[config.mk]
export PLATFORM = sky130hd
export DESIGN_NAME = ir_remote_rx_flat
export DESIGN_NICKNAME = d
export VERILOG_FILES = /design/src/rtl/ir_remote_rx_if.sv /design/src/rtl/ir_remote_rx.sv /design/src/flat_wrapper.sv
export SDC_FILE = /design/constraint.sdc
export NUM_CORES = 1
export LEC_CHECK = 0
export ABC_CLOCK_PERIOD_IN_PS = 2600
export CORE_UTILIZATION = 52
export DETAILED_ROUTE_END_ITERATION = 16
export HOLD_SLACK_MARGIN = 0.06
export PLACE_DENSITY = 0.72
export SLEW_MARGIN = 5
export SYNTH_ARGS = -nofsm -noshare
export SYNTH_HDL_FRONTEND = slang
export SYNTH_SLANG_ARGS = --single-unit
[constraint.sdc]
create_clock -name clk -period 2.6 [get_ports clk]
set_input_delay 0.52 -clock clk [delete_from_list [all_inputs] [get_ports clk]]
set_output_delay 0.52 -clock clk [all_outputs]
set_load 0.03 [all_outputs]
[src/rtl/ir_remote_rx_if.sv]
// ir_remote_rx_if: connection bundle between the IR receiver and its consumer.
//   irda    - IR demodulator output, idle high, burst low (driven by the board pin side)
//   rdy     - one-cycle pulse when a frame (or repeat) has been decoded
//   addr    - address byte of the last valid frame
//   code    - command byte of the last valid frame
//   buttons - one-hot matched button, valid only while rdy is high
//   color   - index of the last matched button, held
//   hit     - last valid frame matched a key, held
//   rpt     - qualifies rdy as a repeat frame
// Modports: master = receiver side, slave = pin/consumer side.
interface ir_remote_rx_if #(
   parameter int unsigned NBTN = 5
);
   localparam int unsigned COLOR_W = (NBTN > 1) ? $clog2(NBTN) : 1;

   logic               irda;
   logic               rdy;
   logic [7:0]         addr;
   logic [7:0]         code;
   logic [NBTN-1:0]    buttons;
   logic [COLOR_W-1:0] color;
   logic               hit;
   logic               rpt;

   modport master (
      input  irda,
      output rdy, addr, code, buttons, color, hit, rpt
   );

   modport slave (
      output irda,
      input  rdy, addr, code, buttons, color, hit, rpt
   );
endinterface

[src/rtl/ir_remote_rx.sv]
// ir_remote_rx: NEC-style pulse-distance IR frame decoder with button mapping.
// Decodes leader + 32 data bits (LSB first) + stop burst from the active-low
// demodulator output, validates the complement bytes and maps the command byte
// onto NBTN buttons through KEY_MAP (byte i = button i, lowest index wins).
// Ports:
//   clk - system clock
//   rst - synchronous active-high reset
//   bus - ir_remote_rx_if.master: irda in; rdy/addr/code/buttons/color/hit/rpt out
// Optional feature: define IR_REMOTE_RX_REPEAT_EN to decode NEC repeat frames
// (16 units low, 4 units high, 1 unit low). Without it rpt is tied to 0.
module ir_remote_rx #(
   parameter int unsigned        UNIT_TICKS = 6,
   parameter int unsigned        TOL_TICKS  = 2,
   parameter int unsigned        NBTN       = 5,
   parameter logic [NBTN*8-1:0]  KEY_MAP    = {8'h04, 8'h03, 8'h02, 8'h01, 8'h12},
   parameter bit                 CHECK_INV  = 1'b1
) (
   input logic            clk,
   input logic            rst,
   ir_remote_rx_if.master bus
);

   localparam int unsigned COLOR_W = (NBTN > 1) ? $clog2(NBTN) : 1;
   localparam int unsigned CNT_MAX = 20 * UNIT_TICKS + 1;
   localparam int unsigned CNT_W   = $clog2(20 * UNIT_TICKS + 2);
   localparam logic [CNT_W-1:0] CNT_SAT = CNT_W'(CNT_MAX);

   localparam logic [3:0] S_IDLE     = 4'd0;
   localparam logic [3:0] S_LEAD_LO  = 4'd1;
   localparam logic [3:0] S_LEAD_HI  = 4'd2;
   localparam logic [3:0] S_BIT_LO   = 4'd3;
   localparam logic [3:0] S_BIT_HI   = 4'd4;
   localparam logic [3:0] S_STOP     = 4'd5;
   localparam logic [3:0] S_CHECK    = 4'd7;
   localparam logic [3:0] S_EMIT     = 4'd8;
`ifdef IR_REMOTE_RX_REPEAT_EN
   localparam logic [3:0] S_REP_STOP = 4'd6;
`endif

   // Level of L ticks counts as k units when it is within TOL_TICKS of k*UNIT_TICKS.
   function automatic logic is_units(input logic [CNT_W-1:0] len, input int unsigned k);
      int l;
      int c;
      l = int'(len);
      c = int'(k * UNIT_TICKS);
      return (l >= c - int'(TOL_TICKS)) && (l <= c + int'(TOL_TICKS));
   endfunction

   function automatic logic [NBTN-1:0] onehot(input logic [COLOR_W-1:0] idx);
      return NBTN'(1) << idx;
   endfunction

   // ------------------------------------------------------------------
   // Synchroniser and edge detection
   // ------------------------------------------------------------------
   logic irda_s1, irda_s2, irda_s3;
   logic fall, rise;

   always_ff @(posedge clk) begin
      if (rst) begin
         irda_s1 <= 1'b1;
         irda_s2 <= 1'b1;
         irda_s3 <= 1'b1;
      end else begin
         irda_s1 <= bus.irda;
         irda_s2 <= irda_s1;
         irda_s3 <= irda_s2;
      end
   end

   assign fall = irda_s3 & ~irda_s2;
   assign rise = ~irda_s3 & irda_s2;

   // ------------------------------------------------------------------
   // Level-duration counter: on an edge cycle cnt_q holds the length of the
   // level that just ended; restarting at 1 keeps that true for the next one.
   // ------------------------------------------------------------------
   logic [CNT_W-1:0] cnt_q;
   logic             sat;

   always_ff @(posedge clk) begin
      if (rst) begin
         cnt_q <= '0;
      end else if (fall || rise) begin
         cnt_q <= CNT_W'(1);
      end else if (cnt_q != CNT_SAT) begin
         cnt_q <= cnt_q + CNT_W'(1);
      end
   end

   assign sat = (cnt_q == CNT_SAT);

   logic u1, u3, u4, u8, u16;
   assign u1  = is_units(cnt_q, 1);
   assign u3  = is_units(cnt_q, 3);
   assign u4  = is_units(cnt_q, 4);
   assign u8  = is_units(cnt_q, 8);
   assign u16 = is_units(cnt_q, 16);

   // ------------------------------------------------------------------
   // Frame FSM
   // ------------------------------------------------------------------
   logic [3:0]  state_q, state_d;
   logic [4:0]  bit_cnt_q, bit_cnt_d;
   logic [31:0] sr_q, sr_d;
   logic        rep_q, rep_d;
   logic        waiting;

   // States that wait on an irda edge and are therefore subject to timeout.
   assign waiting = (state_q != S_IDLE) && (state_q != S_CHECK) && (state_q != S_EMIT);

   always_comb begin
      state_d   = state_q;
      bit_cnt_d = bit_cnt_q;
      sr_d      = sr_q;
      rep_d     = rep_q;
      case (state_q)
         S_IDLE: begin
            if (fall) state_d = S_LEAD_LO;
         end
         S_LEAD_LO: begin
            if (rise) state_d = u16 ? S_LEAD_HI : S_IDLE;
         end
         S_LEAD_HI: begin
            if (fall) begin
               if (u8) begin
                  state_d   = S_BIT_LO;
                  bit_cnt_d = 5'd0;
               end
`ifdef IR_REMOTE_RX_REPEAT_EN
               else if (u4) begin
                  state_d = S_REP_STOP;
               end
`endif
               else begin
                  state_d = S_IDLE;
               end
            end
         end
         S_BIT_LO: begin
            if (rise) state_d = u1 ? S_BIT_HI : S_IDLE;
         end
         S_BIT_HI: begin
            if (fall) begin
               if (u1 || u3) begin
                  sr_d = {u3, sr_q[31:1]};
                  if (bit_cnt_q == 5'd31) begin
                     state_d = S_STOP;
                  end else begin
                     bit_cnt_d = bit_cnt_q + 5'd1;
                     state_d   = S_BIT_LO;
                  end
               end else begin
                  state_d = S_IDLE;
               end
            end
         end
         S_STOP: begin
            if (rise) begin
               state_d = u1 ? S_CHECK : S_IDLE;
               rep_d   = 1'b0;
            end
         end
`ifdef IR_REMOTE_RX_REPEAT_EN
         S_REP_STOP: begin
            if (rise) begin
               state_d = u1 ? S_CHECK : S_IDLE;
               rep_d   = 1'b1;
            end
         end
`endif
         S_CHECK: state_d = S_EMIT;
         S_EMIT:  state_d = S_IDLE;
         default: state_d = S_IDLE;
      endcase
      if (waiting && sat) state_d = S_IDLE;
   end

   always_ff @(posedge clk) begin
      if (rst) begin
         state_q   <= S_IDLE;
         bit_cnt_q <= '0;
         sr_q      <= '0;
         rep_q     <= 1'b0;
      end else begin
         state_q   <= state_d;
         bit_cnt_q <= bit_cnt_d;
         sr_q      <= sr_d;
         rep_q     <= rep_d;
      end
   end

   // ------------------------------------------------------------------
   // Frame check and key match, registered in S_CHECK and consumed in S_EMIT
   // so the priority matcher is not in series with the output registers.
   // ------------------------------------------------------------------
   logic               frame_ok;
   logic               m_hit;
   logic [COLOR_W-1:0] m_idx;

   assign frame_ok = (CHECK_INV == 1'b0) ||
                     ((sr_q[15:8] == ~sr_q[7:0]) && (sr_q[31:24] == ~sr_q[23:16]));

   always_comb begin
      m_hit = 1'b0;
      m_idx = '0;
      // Descending scan so the lowest matching index is the one left standing.
      for (int i = int'(NBTN) - 1; i >= 0; i--) begin
         if (KEY_MAP[i*8 +: 8] == sr_q[23:16]) begin
            m_hit = 1'b1;
            m_idx = COLOR_W'(i);
         end
      end
   end

   logic               chk_ok_q;
   logic               chk_hit_q;
   logic [COLOR_W-1:0] chk_idx_q;
   logic               have_valid_q;

   always_ff @(posedge clk) begin
      if (rst) begin
         chk_ok_q  <= 1'b0;
         chk_hit_q <= 1'b0;
         chk_idx_q <= '0;
      end else if (state_q == S_CHECK) begin
         // A repeat is only honoured once a real frame has been seen.
         chk_ok_q  <= rep_q ? have_valid_q : frame_ok;
         chk_hit_q <= m_hit;
         chk_idx_q <= m_idx;
      end
   end

   // ------------------------------------------------------------------
   // Outputs
   // ------------------------------------------------------------------
   logic               rdy_q;
   logic [7:0]         addr_q;
   logic [7:0]         code_q;
   logic [NBTN-1:0]    buttons_q;
   logic [COLOR_W-1:0] color_q;
   logic               hit_q;
   logic               emit;
`ifdef IR_REMOTE_RX_REPEAT_EN
   logic               rpt_q;
`endif

   assign emit = (state_q == S_EMIT) && chk_ok_q;

   always_ff @(posedge clk) begin
      if (rst) begin
         rdy_q        <= 1'b0;
         addr_q       <= '0;
         code_q       <= '0;
         buttons_q    <= '0;
         color_q      <= '0;
         hit_q        <= 1'b0;
         have_valid_q <= 1'b0;
`ifdef IR_REMOTE_RX_REPEAT_EN
         rpt_q        <= 1'b0;
`endif
      end else begin
         rdy_q     <= emit;
         buttons_q <= '0;
`ifdef IR_REMOTE_RX_REPEAT_EN
         rpt_q     <= emit && rep_q;
`endif
         if (emit) begin
            if (rep_q) begin
               // Repeat re-presents the previous match; held outputs stay put.
               buttons_q <= hit_q ? onehot(color_q) : '0;
            end else begin
               addr_q       <= sr_q[7:0];
               code_q       <= sr_q[23:16];
               hit_q        <= chk_hit_q;
               have_valid_q <= 1'b1;
               if (chk_hit_q) begin
                  color_q   <= chk_idx_q;
                  buttons_q <= onehot(chk_idx_q);
               end
            end
         end
      end
   end

   assign bus.rdy     = rdy_q;
   assign bus.addr    = addr_q;
   assign bus.code    = code_q;
   assign bus.buttons = buttons_q;
   assign bus.color   = color_q;
   assign bus.hit     = hit_q;
`ifdef IR_REMOTE_RX_REPEAT_EN
   assign bus.rpt     = rpt_q;
`else
   assign bus.rpt     = 1'b0;
`endif

endmodule

[src/flat_wrapper.sv]
// flat-port wrapper written by rule: the top's interface ports become plain ports
module ir_remote_rx_flat 
#(
   parameter int unsigned        UNIT_TICKS = 6,
   parameter int unsigned        TOL_TICKS  = 2,
   parameter int unsigned        NBTN       = 5,
   parameter logic [NBTN*8-1:0]  KEY_MAP    = {8'h04, 8'h03, 8'h02, 8'h01, 8'h12},
   parameter bit                 CHECK_INV  = 1'b1
)
  (clk, rst, bus_irda, bus_rdy, bus_addr, bus_code, bus_buttons, bus_color, bus_hit, bus_rpt);
  ir_remote_rx_if #(.NBTN(NBTN)) bus_i ();
  input logic clk;
  input logic rst;
  input wire logic [$bits(bus_i.irda)-1:0] bus_irda;
  output wire logic [$bits(bus_i.rdy)-1:0] bus_rdy;
  output wire logic [$bits(bus_i.addr)-1:0] bus_addr;
  output wire logic [$bits(bus_i.code)-1:0] bus_code;
  output wire logic [$bits(bus_i.buttons)-1:0] bus_buttons;
  output wire logic [$bits(bus_i.color)-1:0] bus_color;
  output wire logic [$bits(bus_i.hit)-1:0] bus_hit;
  output wire logic [$bits(bus_i.rpt)-1:0] bus_rpt;
  assign bus_i.irda = bus_irda;
  assign bus_rdy = bus_i.rdy;
  assign bus_addr = bus_i.addr;
  assign bus_code = bus_i.code;
  assign bus_buttons = bus_i.buttons;
  assign bus_color = bus_i.color;
  assign bus_hit = bus_i.hit;
  assign bus_rpt = bus_i.rpt;
  ir_remote_rx #(.UNIT_TICKS(UNIT_TICKS), .TOL_TICKS(TOL_TICKS), .NBTN(NBTN), .KEY_MAP(KEY_MAP), .CHECK_INV(CHECK_INV)) u_core (.clk(clk), .rst(rst), .bus(bus_i));
endmodule
==> reports/summary.txt <==
Reg clk slew, reported paths -> 0.08 ns
clk_skew -> 0.0146 ns
syn_nets -> 461
nets -> 478
Min-Delay Startpoint -> u_core.irda_s1
boundary pin count -> 30
critical path class -> reg -> reg
Final Hold Fails -> 0
FF-to-FF path depth -> 8
final wirelength -> 7480 µm
CTS buffer count -> 9
via/cell ratio -> 5.42
synth warn -> 0
Synth async-reset ratio -> 0
DRT iter0 DRCs -> 119
Ant. Diodes -> 0
Tot GR Track Use -> 0.218
Distinct cells, synth -> 58
vias in the first global route -> 2856
Clock power frac -> 0.393
CP Launch Type -> flop
Antenna Nets Post-Route -> 0
Combinational Power Share -> 0.028
Post-synth EDFFs -> 0
Clk Latency, worst-skew pair -> 0.35 ns
# hold bufs at CTS -> 0
hold path cells -> 1
largest net degree at the start of global routing -> 33
DIE AREA -> 0.00751 mm²
initial antenna violation count -> 0
layout cells sized above 1 -> 0.0846
RSZ-0062 raised after global routing -> false
Peak Freq -> 485 MHz
Sw Pwr -> 0.556 mW
Max Cap Violations -> 0
register area share after synthesis -> 0.440
initial core utilization -> 0.543
Tcrit/Tclk final -> 0.793
reg-to-reg endpoint -> u_core.bit_cnt_q[0]
min Tclk post-route -> 2.06 ns
fill count -> 600
placed cell area -> 0.00400 mm²
GP Congestion -> 0.803
Seq pwr share -> 0.579
CP required -> 2.85 ns
clock tree buffer depth -> 2
first-pass GRT wire length -> 12900 µm
Mean Syn Cell Area -> 8.27 µm²
htree depth -> 3
flop and latch count out of synthesis -> 82
Post-synth top flop -> dfxtp_1
DR WL/cell -> 13.1 µm
Vias -> 3085
critical path endpoint category -> flop
drt pass-1 iters -> 5
Slew Viols, Final -> 0
r2r setup slk -> 0.54 ns
Die H -> 86.7 µm
Net Sw Frac -> 0.252
Peak VDD IR -> 332 µV
crit path DAT -> 2.31 ns
HPWL Detailed -> 5150 µm
WHS Endpoint -> u_core.irda_s2
cts repair resizes -> 0
setup violators final -> 0
Worst R2R Start -> u_core.bit_cnt_q[0]
Hold Crit Class -> reg -> reg
Slew headroom -> 0.616
CTS Root Buffer Type -> clkbuf_8
CTS tree -> built
core area -> 0.00687 mm²
setup tns final -> 0 ns
total gr overflow -> 0
Layout area overhead -> 12.1%
Finished Cell Area -> 0.00418 mm²
Die W -> 86.7 µm
Setup Fix Bufs, Post-CTS -> 0
status -> complete, no violations
clock sink total -> 82
Lkg Pwr -> 1.44 nW
Port Buffers -> 28
DRC -> 0
Pint -> 1.65 mW
worst-margin pin slew -> 0.567 ns
Max Fanout on Critical Path -> 5
FP Rows -> 30
Post-Synthesis Cell Area -> 0.00373 mm²
power per cell area -> 527 mW/mm²
Syn Inst Count -> 451
critical path, stage by stage (launching register included):
cell and delay (ns):
dfxtp_1 0.35, ha_1 0.22, and3_1 0.19, ha_1 0.22, nor3b_1 0.19, o211ai_1 0.18
a31oi_4 0.25, a21oi_1 0.12, a211oi_1 0.26
power by group through the flow:
stage / clock, mW / combinational (mW) / sequential (mW)
after floorplan: 0 / 0.0640 / 1.30
after global placement: 0 / 0.0615 / 1.30
after detailed placement: 0 / 0.0629 / 1.30
after CTS: 0.888 / 0.0633 / 1.28
after global routing: 0.945 / 0.0715 / 1.28
final: 0.867 / 0.0628 / 1.28
layout make-up:
type                    instances  area, µm²  area share
clock buffers                   9        124      0.0296
clock inverters                 7       58.8      0.0141
repair buffers                 35        328      0.0784
inverters                       7       26.3     0.00629
flip-flops and latches         82       1640       0.393
well taps                      96        120      0.0287
multi-input cells             333       1880       0.450
routing by layer:
metal	track usage	share of wire	wire, µm
met1	0.302	0.50	3720
met3	0.0381	0.036	267
met5	0	0	0
met4	0.108	0.016	117
met2	0.328	0.45	3370
layout by cell type (no fill, tap or decap), types with 9 or more instances in the layout:
cell and count:
nand2_1 114, dfxtp_1 82, a21oi_1 65, clkdlybuf4s50_1 27, nor2_1 16, nand3_1 13, xor2_1 11, o21ai_0 10
xnor2_1 10, clkbuf_8 9
flip-flops by register name, summed over array words and instances (netlist names):
signal              flops
u_core.sr_q            32
u_core.bus.code         8
u_core.chk_ok_q         1
u_core.bus.addr         8
u_core.bus.buttons      5
u_core.irda_s3          1
u_core.irda_s2          1
u_core.state_q          4
u_core.irda_s1          1
u_core.bus.hit          1
u_core.chk_hit_q        1
u_core.cnt_q            7
u_core.chk_idx_q        3
u_core.bit_cnt_q        5
u_core.bus.color        3
u_core.bus.rdy          1
cells by family (layout without fill, tap and decap cells):
family,Yosys count,in the layout,share of synthesized area
AND/OR/NAND/NOR,198,198,0.257
XOR/XNOR,21,21,0.0493
other,1,1,0.00101
multiplexers,2,2,0.00537
flip-flops,82,82,0.440
adder cells (fa/ha/maj),7,7,0.0235
AO/OA/AOI/OAI,104,104,0.167
buffers and inverters,36,58,0.0560
synth_stat cells (3+ instances only):
library cell / instances / area (µm²)
nand2_1: 114 / 428
dfxtp_1: 82 / 1640
a21oi_1: 65 / 325
nor2_1: 16 / 60.1
nand3_1: 13 / 65.1
clkbuf_1: 11 / 41.3
xor2_1: 11 / 96.3
o21ai_0: 10 / 50.1
xnor2_1: 10 / 87.6
buf_2: 8 / 40.0
and3_1: 7 / 43.8
ha_1: 7 / 87.6
inv_1: 7 / 26.3
buf_6: 6 / 67.6
nand2b_1: 6 / 37.5
a22oi_1: 5 / 37.5
nor3_1: 5 / 25.0
o21ai_1: 5 / 25.0
nor3b_1: 4 / 30.0
nor4_1: 4 / 25.0
or2_2: 4 / 25.0
or3_1: 3 / 18.8
or4_1: 3 / 22.5
stage by stage:
| step | hold WS, ns | worst slack (ns) | util | total power, mW | std cells |
|---|---|---|---|---|---|
| final | 0.417 | 0.537 | 0.609 | 2.21 | 569 |
| after global routing | 0.433 | 0.399 | 0.609 | 2.29 | 569 |
| after CTS | 0.418 | 0.569 | 0.609 | 2.23 | 569 |
| after detailed placement | 0.398 | 0.604 | 0.582 | 1.37 | 553 |
| after global placement | 0.392 | 0.686 | 0.582 | 1.37 | 553 |
| after floorplan | 0.389 | 0.783 | - | 1.36 | 451 |
worst max path at each step:
| stage | startpoint | to | slack, ns | cells past startpoint |
|---|---|---|---|---|
| detailed placement | u_core.bit_cnt_q[0] | u_core.bit_cnt_q[0] | 0.60 | 8 |
| finish | u_core.bit_cnt_q[0] | u_core.bit_cnt_q[0] | 0.54 | 8 |
| global placement | u_core.cnt_q[4] | u_core.state_q[1] | 0.69 | 5 |
| CTS | u_core.bit_cnt_q[0] | u_core.bit_cnt_q[0] | 0.57 | 8 |
| global route | u_core.bit_cnt_q[0] | u_core.bit_cnt_q[0] | 0.40 | 8 |
| floorplan | u_core.bit_cnt_q[0] | u_core.bit_cnt_q[2] | 0.78 | 8 |
Note: power is estimated with default switching activity, not from simulation.
